### config.mk
export PLATFORM = sky130hd
export DESIGN_NAME = el_latch_ctrl
export DESIGN_NICKNAME = d
export VERILOG_FILES = /design/src/rtl/el_latch_ctrl.sv
export SDC_FILE = /design/constraint.sdc
export NUM_CORES = 1
export LEC_CHECK = 0
export CORE_MARGIN = 3
export CORE_UTILIZATION = 48
export CTS_BUF_LIST = sky130_fd_sc_hd__clkbuf_2
export CTS_CLUSTER_DIAMETER = 50
export DETAILED_ROUTE_END_ITERATION = 12
export GPL_TIMING_DRIVEN = 0
export PLACE_DENSITY = 0.85
export SETUP_SLACK_MARGIN = 0.5
export SLEW_MARGIN = 25
export SYNTH_ARGS = -nofsm -noshare
export SYNTH_HDL_FRONTEND = slang
export SYNTH_SLANG_ARGS = --single-unit
### constraint.sdc
create_clock -name clk -period 2.2 [get_ports clk]
set_clock_uncertainty 0.05 [all_clocks]
set_input_delay 0.33 -clock clk [delete_from_list [all_inputs] [get_ports clk]]
set_output_delay 0.33 -clock clk [all_outputs]
set_load 0.01 [all_outputs]
### src/rtl/el_latch_ctrl.sv
// -----------------------------------------------------------------------------
// el_latch_ctrl
//   Clocked front end for one elastic latch stage. Round-robin arbitrates
//   REQ_NUM synchronous requesters, registers the winner's rail word onto
//   data_o, then runs one complete lat/ack handshake with the latch before
//   returning to IDLE to accept the next request.
//
//   Encoding (ENC): "TWO_PHASE" toggles lat_o once per transfer; any other
//   value selects four-phase return-to-zero signalling.
//
//   Optional watchdog: define EL_LATCH_CTRL_TIMEOUT_EN to add a wait-cycle
//   counter, the sticky timeout_o flag and a terminal ERR state.
//
// Ports
//   clk        system clock, rising edge
//   rst        synchronous active-high reset (latch must share it)
//   req_i      level request per requester, held until granted
//   data_i     rail words, requester k at [k*RAIL_NUM +: RAIL_NUM]
//   gnt_o      one-hot single-cycle pulse: word accepted
//   busy_o     high whenever the FSM is not IDLE
//   lat_o      drives the latch lat_i
//   data_o     drives the latch data input, registered
//   ack_i      latch ack_o, asynchronous, synchronised here
//   timeout_o  sticky watchdog flag (EL_LATCH_CTRL_TIMEOUT_EN only)
// -----------------------------------------------------------------------------
module el_latch_ctrl #(
  parameter logic [127:0] ENC         = 128'("TWO_PHASE"),
  parameter int           RAIL_NUM    = 2,
  parameter int           REQ_NUM     = 4,
  parameter int           SYNC_STAGES = 2,
  parameter int           TIMEOUT     = 255
) (
  input  logic                         clk,
  input  logic                         rst,
  input  logic [REQ_NUM-1:0]           req_i,
  input  logic [REQ_NUM*RAIL_NUM-1:0]  data_i,
  output logic [REQ_NUM-1:0]           gnt_o,
  output logic                         busy_o,
  output logic                         lat_o,
  output logic [RAIL_NUM-1:0]          data_o,
  input  logic                         ack_i
`ifdef EL_LATCH_CTRL_TIMEOUT_EN
  ,
  output logic                         timeout_o
`endif
);

  localparam bit IS_TWO_PHASE = (ENC == 128'("TWO_PHASE"));
  localparam int PTR_W        = $clog2(REQ_NUM);

  if (REQ_NUM < 2 || SYNC_STAGES < 2 || TIMEOUT < 1) begin : g_param_check
    $error("el_latch_ctrl: REQ_NUM and SYNC_STAGES must be >= 2, TIMEOUT >= 1");
  end

`ifdef EL_LATCH_CTRL_TIMEOUT_EN
  localparam int CNT_W = $clog2(TIMEOUT + 1);
  typedef enum logic [2:0] {S_IDLE, S_ISSUE, S_WAIT_ACK, S_WAIT_RTZ, S_ERR} state_e;
  logic [CNT_W-1:0] cnt_q;
  logic             timeout_q;
`else
  typedef enum logic [2:0] {S_IDLE, S_ISSUE, S_WAIT_ACK, S_WAIT_RTZ} state_e;
`endif

  state_e                  state_q;
  logic [PTR_W-1:0]        ptr_q;
  logic [PTR_W-1:0]        ptr_d;
  logic [SYNC_STAGES-1:0]  sync_q;
  logic                    lat_q;
  logic                    busy_q;
  logic [RAIL_NUM-1:0]     data_q;
  logic [REQ_NUM-1:0]      gnt_q;

  logic                    ack_s;
  logic                    win_vld;
  logic [PTR_W-1:0]        win_idx;
  logic [PTR_W-1:0]        cand;
  logic [RAIL_NUM-1:0]     win_data;

  assign ack_s = sync_q[SYNC_STAGES-1];

  // Round-robin search: scan requesters starting at ptr_q, first hit wins.
  // NOTE: every always_comb output gets a default before any conditional
  // assignment, otherwise the unassigned paths infer latches.
  always_comb begin
    win_vld = 1'b0;
    win_idx = '0;
    cand    = '0;
    for (int i = 0; i < REQ_NUM; i++) begin
      cand = PTR_W'((int'(ptr_q) + i) % REQ_NUM);
      if (!win_vld && req_i[cand]) begin
        win_vld = 1'b1;
        win_idx = cand;
      end
    end
  end

  assign ptr_d    = PTR_W'((int'(win_idx) + 1) % REQ_NUM);
  assign win_data = data_i[win_idx*RAIL_NUM +: RAIL_NUM];

  // NOTE: all state below is updated with non-blocking assignments so every
  // register samples pre-edge values regardless of statement order.
  always_ff @(posedge clk) begin
    if (rst) begin
      state_q   <= S_IDLE;
      ptr_q     <= '0;
      sync_q    <= '0;
      lat_q     <= 1'b0;
      busy_q    <= 1'b0;
      data_q    <= '0;
      gnt_q     <= '0;
`ifdef EL_LATCH_CTRL_TIMEOUT_EN
      cnt_q     <= '0;
      timeout_q <= 1'b0;
`endif
    end else begin
      sync_q <= {sync_q[SYNC_STAGES-2:0], ack_i};
      gnt_q  <= '0;
      case (state_q)
        S_IDLE: begin
          if (win_vld) begin
            gnt_q   <= REQ_NUM'(1) << win_idx;
            data_q  <= win_data;
            ptr_q   <= ptr_d;
            busy_q  <= 1'b1;
            state_q <= S_ISSUE;
          end
        end
        // data_q was loaded one edge earlier, giving the bundled-data setup.
        S_ISSUE: begin
          lat_q   <= IS_TWO_PHASE ? ~lat_q : 1'b1;
          state_q <= S_WAIT_ACK;
`ifdef EL_LATCH_CTRL_TIMEOUT_EN
          cnt_q   <= '0;
`endif
        end
        S_WAIT_ACK: begin
          if (IS_TWO_PHASE ? (ack_s == lat_q) : ack_s) begin
            if (IS_TWO_PHASE) begin
              busy_q  <= 1'b0;
              state_q <= S_IDLE;
            end else begin
              lat_q   <= 1'b0;
              state_q <= S_WAIT_RTZ;
`ifdef EL_LATCH_CTRL_TIMEOUT_EN
              cnt_q   <= '0;
`endif
            end
          end
`ifdef EL_LATCH_CTRL_TIMEOUT_EN
          else if (cnt_q == CNT_W'(TIMEOUT - 1)) begin
            timeout_q <= 1'b1;
            state_q   <= S_ERR;
          end else begin
            cnt_q <= cnt_q + 1'b1;
          end
`endif
        end
        S_WAIT_RTZ: begin
          if (!ack_s) begin
            busy_q  <= 1'b0;
            state_q <= S_IDLE;
          end
`ifdef EL_LATCH_CTRL_TIMEOUT_EN
          else if (cnt_q == CNT_W'(TIMEOUT - 1)) begin
            timeout_q <= 1'b1;
            state_q   <= S_ERR;
          end else begin
            cnt_q <= cnt_q + 1'b1;
          end
`endif
        end
`ifdef EL_LATCH_CTRL_TIMEOUT_EN
        // Terminal: busy stays high, lat/data frozen, only rst leaves.
        S_ERR: state_q <= S_ERR;
`endif
        default: state_q <= S_IDLE;
      endcase
    end
  end

  assign gnt_o  = gnt_q;
  assign busy_o = busy_q;
  assign lat_o  = lat_q;
  assign data_o = data_q;
`ifdef EL_LATCH_CTRL_TIMEOUT_EN
  assign timeout_o = timeout_q;
`endif

endmodule

==> flow_summary.toml, run 1 <==
[synthesis]
yosysWarnings = 0
ys_seq_elements = 14
synth.distinct_cells = 26
syn_area_sq_um = 642
seq_area_frac_synth_pct = 43.7
netlist_instances = 70
synth_fp_nets = 85
synth_area_per_cell_sq_um = 9.17

[worst_setup_path]
cpMaxStageDelayCell = "clkdlybuf4s50_1"
critPathCaptureType = "register"
path_delay_family = "compound AO/OA/AOI/OAI gates"
worstPathArrival_ns = 1.73
worst-path-max-fanout = 4
cp_cell_sequence = "clkdlybuf4s50_1 > o22ai_1 > a211oi_1 > nand2_1 > o221ai_1"
cp_slowest_stage_delay_ns = 0.57
critPathLaunchType = "input port"
worstSetupPathType = "input port to register"
crit_required_ns = 2.32
critical_path_buf_inv_count = 1

[sta]
min_period_ns = 1.61
rsz0062_at_grt = "false"
setup_tns_ns = 0
finalCritPeriodShare_pct = 73.4
slew_viol_final = 0
finalSetupViolCount = 0
worst_slew_pin_slew_ns = 0.451
holdWs_ns = 0.415
timing.slew.headroom_pct = 69.7
final-hold-violation-count = 0
fmax_mhz = 619
worst_slack_ns = 0.585

[cts]
worstSkewPairLatency_ns = 0.25
clock-root-buffer = "clkbuf_2"
cts_tree = "done"
path_clk_slew_ns = 0.10
htreeDepth = 1
clock-sinks = 14
cts_buffers = 3
clockBufferDepth = 2

[route]
antenna_left = 0
wire_per_inst_um = 11.9
vias = 568
dr.pass1.iters = 2
drc = 0
viasPerCell = 5.16
drt_iter0_drc = 3
routed_wl_um = 1310

[global_route]
grt_pass1_wl_um = 2130
track_usage_pct = 15.6
grt_max_degree = 11
antenna_found_initial = 0
grt_pass1_vias = 531
globalRoute.totalOverflow = 0

[place]
dp_hpwl_um = 1040
post-place-ws_ns = 0.134
place_congestion = 0.721
port_buffers = 22
dpl.cell_count = 106

[floorplan]
ioPinCount = 23
die_x_um = 42.6
core_sq_um = 1190
start_util_pct = 54.1
die_area_sq_um = 1810
core.rowCount = 12
die_h_um = 42.6

[final_layout]
final_nets = 113
nFillCells = 93
final_util_pct = 77.6
syn_to_final_growth_pct = 43.5
layout.cells.non_filler = 110
antenna_cells = 0
layout-drive-gt1-share_pct = 11.5
multi_input_area_sq_um = 347
regArea_sq_um = 280

[pwr]
ir_drop_mv = 0.457
p_per_area_nw_per_um2 = 753
p_leak_nw = 0.370

[worst_hold_path]
hold_class = "register to register"

[run_status]
status = "finished clean"

[run]
maxCapViolations = 0
sequential cells by signal, summed over array words and instances (netlist names):
register and cells:
gnt_o 4, data_o 2, ptr_q 2, state_q 2
sync_q 2, busy_o 1, lat_o 1
report_power, final:
part	switching, W	leakage [nW]	total, W	internal [W]
registers	0.0000353	0.116	0.000329	0.000293
clock network	0.0000669	0.0125	0.000104	0.0000372
logic	0.000114	0.242	0.000261	0.000146
through the flow:
stage	cell area [sq um]	total power (W)
floorplan	642	0.000482
global placement	880	0.000577
detailed placement	880	0.000582
CTS	903	0.000692
global route	921	0.000742
finish	921	0.000693
cell usage in the layout, fill, tap and decap left out, types with 3 or more instances in the layout:
master / count
nor2b_1: 3
dfxtp_1: 14
clkdlybuf4s50_1: 19
inv_1: 5
clkbuf_2: 3
nand2b_1: 3
a21oi_1: 3
mux2i_1: 4
nor2_1: 11
cell type report:
cell class                      count  area share [%]
Sequential cell                    14            30.4
Inverter                            5            2.04
Tap cell                           14            1.90
Clock buffer                        3            1.63
Timing Repair Buffer               23            24.7
Buffer                              2            1.63
Multi-Input combinational cell     49            37.6
path summary, 6_finish.rpt:
path,from,endpoint,slack [ns],depth (start not counted)
min,busy_o$_SDFFE_PP0P_,busy_o$_SDFFE_PP0P_,0.41,2
max,req_i[3],data_o[1]$_SDFFE_PP0P_,0.59,5
max reg2reg,ptr_q[0]$_SDFFE_PP0P_,data_o[0]$_SDFFE_PP0P_,0.66,6
min reg2reg,busy_o$_SDFFE_PP0P_,busy_o$_SDFFE_PP0P_,0.41,2
Yosys cell counts:
cell | instances | share of area, %
nor3_1 | 1 | 0.78
a21oi_1 | 3 | 2.3
o221ai_1 | 2 | 2.7
a21o_1 | 1 | 1.2
and2b_1 | 1 | 1.2
nand2_1 | 1 | 0.58
mux2i_1 | 4 | 6.2
xnor2_1 | 2 | 2.7
nand3b_1 | 2 | 2.3
a211oi_1 | 2 | 2.3
a221oi_2 | 1 | 2.3
o22a_1 | 1 | 1.4
a211oi_2 | 1 | 1.9
buf_6 | 1 | 1.8
dfxtp_1 | 14 | 44
nand3_1 | 1 | 0.78
nor4_2 | 1 | 1.9
o21ai_0 | 1 | 0.78
inv_1 | 5 | 2.9
a21oi_2 | 1 | 1.4
clkbuf_1 | 1 | 0.58
nand2b_1 | 5 | 4.9
nor2b_1 | 3 | 2.9
o22ai_1 | 2 | 1.9
a31oi_1 | 2 | 1.9
nor2_1 | 11 | 6.4
kinds of logic (layout without fill, tap and decap cells):
family | count (synthesis) | count (layout) | synth area share, %
buffers and inverters | 7 | 33 | 5.26
AND/OR/NAND/NOR | 26 | 26 | 21.8
XOR/XNOR | 2 | 2 | 2.73
multiplexers | 4 | 4 | 6.24
flip-flops | 14 | 14 | 43.7
AO/OA/AOI/OAI | 17 | 17 | 20.3
timing repair:
action | CTS | global route
pin swaps | 0 | 1
endpoints found under the setup margin | 2 | 2
setup buffers | 0 | 1
hold buffers | 0 | 0
gates resized for setup | 4 | 3
per-layer routing:
layer	part of all wire (%)	vias up	global-route usage (%)
met3	6.3	0	8.58
met5	0	-	0
li1	-	300	-
met1	45	255	17.7
met4	0	0	1.86
met2	49	13	26.4
tightest hold or removal path, stage by stage (launching register included):
cell and delay (ns):
dfxtp_1 0.32, inv_1 0.05, o22ai_1 0.05
Note: power is estimated with default switching activity, not from simulation.
==> run 2, diff against run 1 <==
- CORE_ASPECT_RATIO: default -> 1.1
- CORE_UTILIZATION: 48 -> 40
- PLACE_DENSITY: 0.85 -> 0.76
- clock period: 2.2 -> 1.4 ns (I/O delays scaled with it)
==> run 2 against run 1 <==
Against the previous run:
- the run now ends with setup timing left
- critical path depth up 1
- count of clock-buffer cells in the layout unchanged
- hold slack worse by 0.0093 ns
- core utilization up 5.9 points
- via count up 20%
- die area up 17%
- flip-flop and latch count unchanged
- sequential share of layout area down 5.3 points
- power up 110%
- routed wire length up 65%
- sequential power up 58%
- critical path type is now register to register
- largest power group is now combinational logic
- highest routed layer is now met4
==> flow_summary.toml, run 2 (same netlist as run 1, synthesis figures left out) <==
[sta]
rsz0062_at_grt = "true"
timing.slew.headroom_pct = 73.1
worst_slack_ns = -0.0843
finalCritPeriodShare_pct = 106
finalSetupViolCount = 2
final-hold-violation-count = 0
min_period_ns = 1.48
worst_slew_pin_slew_ns = 0.402
fmax_mhz = 674
setup_tns_ns = -0.129
slew_viol_final = 0

[route]
viasPerCell = 5.41
wire_per_inst_um = 17.1
antenna_left = 0
dr.pass1.iters = 4
drc = 0
drt_iter0_drc = 9
vias = 682
routed_wl_um = 2160

[place]
dpl.cell_count = 108
place_area_sq_um = 935
post-place-ws_ns = -0.531
port_buffers = 22
dp_hpwl_um = 1000
place_congestion = 0.807

[floorplan]
ioPinCount = 23
core.rowCount = 14
core_sq_um = 1440
die_area_sq_um = 2120
die_x_um = 44.2
die_h_um = 48.0
start_util_pct = 44.7

[cts]
path_clk_slew_ns = 0.15
clock-sinks = 14
cts_tree = "done"
cts_buffers = 3
clock-root-buffer = "clkbuf_2"
htreeDepth = 1
worstSkewPairLatency_ns = 0.27
cts_hold_buf = 0
clockBufferDepth = 2

[worst_setup_path]
worstPathArrival_ns = 1.63
cpMaxStageDelayCell = "dfxtp_4"
worst-path-max-fanout = 8
cp_cell_sequence = "nand2b_4 > and2b_1 > o22a_1 > buf_6 > xnor2_2 > a211oi_2"
critPathCaptureType = "register"
path_delay_family = "compound AO/OA/AOI/OAI gates"
critPathLaunchType = "register"
crit_required_ns = 1.54
worstSetupPathType = "register to register"
cp_slowest_stage_delay_ns = 0.36
critical_path_buf_inv_count = 1

[pwr]
comb_power_share_pct = 50.4
p_leak_nw = 0.499
ir_drop_mv = 0.779
swShare_pct = 35.6
p_clk_share_pct = 13.4
p_switching_w = 0.000511
seq_power_share_pct = 36.2
internal_power_w = 0.000926
p_per_area_nw_per_um2 = 1200

[final_layout]
layout-drive-gt1-share_pct = 58.2
antenna_cells = 0
largest_reg_flops = 4
final_nets = 126
final_cell_mix = "buf_6, buf_4, nor2_1, clkdlybuf4s50_1"
final_util_pct = 83.5
mostFrequentLayoutCell = "buf_6"
syn_to_final_growth_pct = 86.9
stdcell_area_sq_um = 1200
layout.cells.non_filler = 126
nFillCells = 85

[global_route]
grt_max_degree = 9
track_usage_pct = 19.5
globalRoute.totalOverflow = 0
grt_pass1_wl_um = 3000
grt_pass1_vias = 665
antenna_found_initial = 0

[worst_hold_path]
hold_class = "input port to register"

[run_status]
violations = "setup timing"
status = "finished, violations left"

[run]
maxCapViolations = 0
## run 2: worst paths after layout
kind         slack, ns                 endpoint                  start  cells past startpoint
max              -0.08    ptr_q[1]$_SDFFE_PP0P_  ptr_q[0]$_SDFFE_PP0P_                      6
max reg2reg      -0.08    ptr_q[1]$_SDFFE_PP0P_  ptr_q[0]$_SDFFE_PP0P_                      6
min reg2reg       0.41     sync_q[1]$_SDFF_PP0_   sync_q[0]$_SDFF_PP0_                      1
min               0.41  state_q[0]$_SDFFE_PP0P_               req_i[2]                      5
## run 2: final cells by class
class                   instances  area (sq um)  area share [%]
repair buffers                 36           329            27.4
clock inverters                 1          3.75           0.313
multi-input cells              49           487            40.6
clock buffers                   3          15.0            1.25
flip-flops and latches         14           302            25.1
plain buffers                   2          25.0            2.09
inverters                       5          18.8            1.56
well taps                      16          20.0            1.67
## run 2: power groups by stage
stage               Sequential [W]  Clock [W]  Combinational [W]
floorplan                 0.000542          0           0.000260
global placement          0.000530          0           0.000428
detailed placement        0.000534          0           0.000432
CTS                       0.000514   0.000200           0.000595
global route              0.000529   0.000229           0.000767
finish                    0.000519   0.000192           0.000725
## run 2: timing repair
| item | 4_1_cts | 5_1_grt |
|---|---|---|
| setup buffers | 12 | 2 |
| pin swaps | 12 | 9 |
| setup endpoints to repair | 22 | 20 |
| resized for setup | 77 | 16 |
## run 2: metal layers
layer  wire (um)  share of wire [%]  vias up  GRT usage (%)
met1         853                 40      328           22.8
li1            -                  -      324              -
met5           0                  0        -              0
met4          57                2.6        0           7.23
met3          77                3.6        8           4.51
met2        1170                 54       22           34.9
## run 2: tightest hold or removal path: stages
cell and delay [ns]:
buf_6 0.08, nor4_4 0.04, nand2b_4 0.15, buf_6 0.13, a21oi_2 0.09
## run 2: stage by stage
step                      hold WS, ns  total power (W)
after CTS                       0.343          0.00131
final                           0.405          0.00144
after floorplan                 0.288         0.000802
after global placement          0.368         0.000958
after detailed placement        0.386         0.000966
after global routing            0.388          0.00153
==> run 3, diff against run 2 <==
- CORE_UTILIZATION: 40 -> 38
- CTS_BUF_LIST: sky130_fd_sc_hd__clkbuf_2 -> sky130_fd_sc_hd__clkbuf_4 sky130_fd_sc_hd__clkbuf_8 sky130_fd_sc_hd__clkbuf_16
- PLACE_DENSITY: 0.76 -> 0.72
==> run 3 against run 2 <==
Against the previous run:
- the flow still finishes with violations (setup timing)
- cell area up 4.2%
- via count up 2.5%
- final cell count is 2.4% higher
- critical path depth unchanged
- flip-flop and latch count is the same
- sequential share of layout area down 0.91 points
- first-iteration DRC count is 44% lower
- critical path type unchanged
- largest cell class unchanged
- largest power group unchanged
==> flow_summary.toml, run 3 (same netlist as run 1, synthesis figures left out) <==
[cts]
clock-sinks = 14
htreeDepth = 1
worstSkewPairLatency_ns = 0.29
cts_buffers = 3
path_clk_slew_ns = 0.10
clockBufferDepth = 2
clock-root-buffer = "clkbuf_4"
cts_tree = "done"
cts_hold_buf = 0

[route]
wire_per_inst_um = 17.4
vias = 699
dr.pass1.iters = 2
viasPerCell = 5.42
drt_iter0_drc = 5
drc = 0
routed_wl_um = 2250
antenna_left = 0

[place]
place_area_sq_um = 935
place_congestion = 0.692
dp_hpwl_um = 1040
dpl.cell_count = 108
port_buffers = 22

[worst_setup_path]
cp_slowest_stage_delay_ns = 0.37
cp_cell_sequence = "a21o_1 > a21oi_2 > o22a_1 > buf_6 > mux2i_1 > o221ai_1"
reg2reg_slack_ns = -0.10
worstSetupPathType = "register to register"
crit_required_ns = 1.51
worst-path-max-fanout = 7
critPathLaunchType = "register"
cpMaxStageDelayCell = "dfxtp_4"
worstPathArrival_ns = 1.61
critPathCaptureType = "register"

[floorplan]
die_x_um = 45.2
die_area_sq_um = 2220
start_util_pct = 43.6
die_h_um = 49.1
core.rowCount = 14
ioPinCount = 23
core_sq_um = 1470

[run_status]
status = "finished, violations left"
violations = "setup timing"

[pwr]
ir_drop_mv = 0.687
power_w = 0.00157
p_per_area_nw_per_um2 = 1250
p_leak_nw = 0.527

[sta]
min_period_ns = 1.50
rsz0062_at_grt = "true"
slew_viol_final = 0
final-hold-violation-count = 0
worst_slew_pin_slew_ns = 0.384
worst_slack_ns = -0.100
holdWs_ns = 0.264
timing.slew.headroom_pct = 74.3
finalSetupViolCount = 6
setup_tns_ns = -0.347
finalCritPeriodShare_pct = 107
fmax_mhz = 667

[global_route]
globalRoute.totalOverflow = 0
track_usage_pct = 18.5
antenna_found_initial = 0
grt_max_degree = 9
grt_pass1_wl_um = 2990
grt_pass1_vias = 673

[final_layout]
regArea_sq_um = 303
mostFrequentLayoutCell = "buf_6"
final_cell_mix = "buf_6, buf_4, clkdlybuf4s50_1, nor2_1, dfxtp_2"
final_nets = 129
syn_to_final_growth_pct = 94.7
nFillCells = 90
antenna_cells = 0
multi_input_area_sq_um = 484
largest_reg_flops = 4
layout.cells.non_filler = 129
layout-drive-gt1-share_pct = 62.8
stdcell_area_sq_um = 1250

[worst_hold_path]
hold_class = "input port to register"

[run]
maxCapViolations = 0
==> run 3: worst max-delay path, delay by kind of cell, from the launching register on <==
kind                   cells  cell delay [ns]
multiplexers               1             0.22
AO/OA/AOI/OAI              4             0.61
flip-flops                 1             0.37
buffers and inverters      1             0.14
==> run 3: cell type report <==
class	instances	area share, %
Multi-Input combinational cell	49	38.7
Timing Repair Buffer	39	29.0
Sequential cell	14	24.2
Clock buffer	4	2.90
Buffer	2	2.00
Tap cell	16	1.60
Inverter	5	1.50
==> run 3: worst paths after layout <==
| path | from | end | cells past startpoint |
|---|---|---|---|
| max reg2reg | ptr_q[1]$_SDFFE_PP0P_ | data_o[1]$_SDFFE_PP0P_ | 6 |
| min reg2reg | sync_q[0]$_SDFF_PP0_ | sync_q[1]$_SDFF_PP0_ | 1 |
| min | rst | gnt_o[0]$_SDFF_PP0_ | 4 |
| max | ptr_q[1]$_SDFFE_PP0P_ | data_o[1]$_SDFFE_PP0P_ | 6 |
==> run 3: where the power goes <==
group | switching (W) | internal, W | leakage (nW) | total [W]
clock network | 0.000146 | 0.000158 | 0.0210 | 0.000304
logic | 0.000327 | 0.000401 | 0.386 | 0.000728
registers | 0.0000555 | 0.000477 | 0.120 | 0.000533
total | 0.000529 | 0.00104 | 0.527 | 0.00157
==> run 3: timing repair <==
| action | 4_1_cts | 5_1_grt |
|---|---|---|
| setup endpoints to repair | 22 | 21 |
| resized for setup | 77 | 23 |
| setup buffers | 11 | 6 |
| pin swaps | 10 | 9 |
==> run 3: per-stage QoR <==
stage	setup WS [ns]	util (%)
after floorplan	0.0553	-
after global placement	-0.529	63.5
after detailed placement	-0.556	63.5
after CTS	-0.0322	75.1
after global routing	-0.191	84.9
final	-0.100	84.9
==> run 3: layer usage <==
layer  global-route usage (%)  vias up  wire length, um
met3                     4.80       13               92
met2                     32.8       26             1220
met1                     19.9      327              816
met4                     7.32        0              126
met5                        0        -                0
li1                         -      333                -
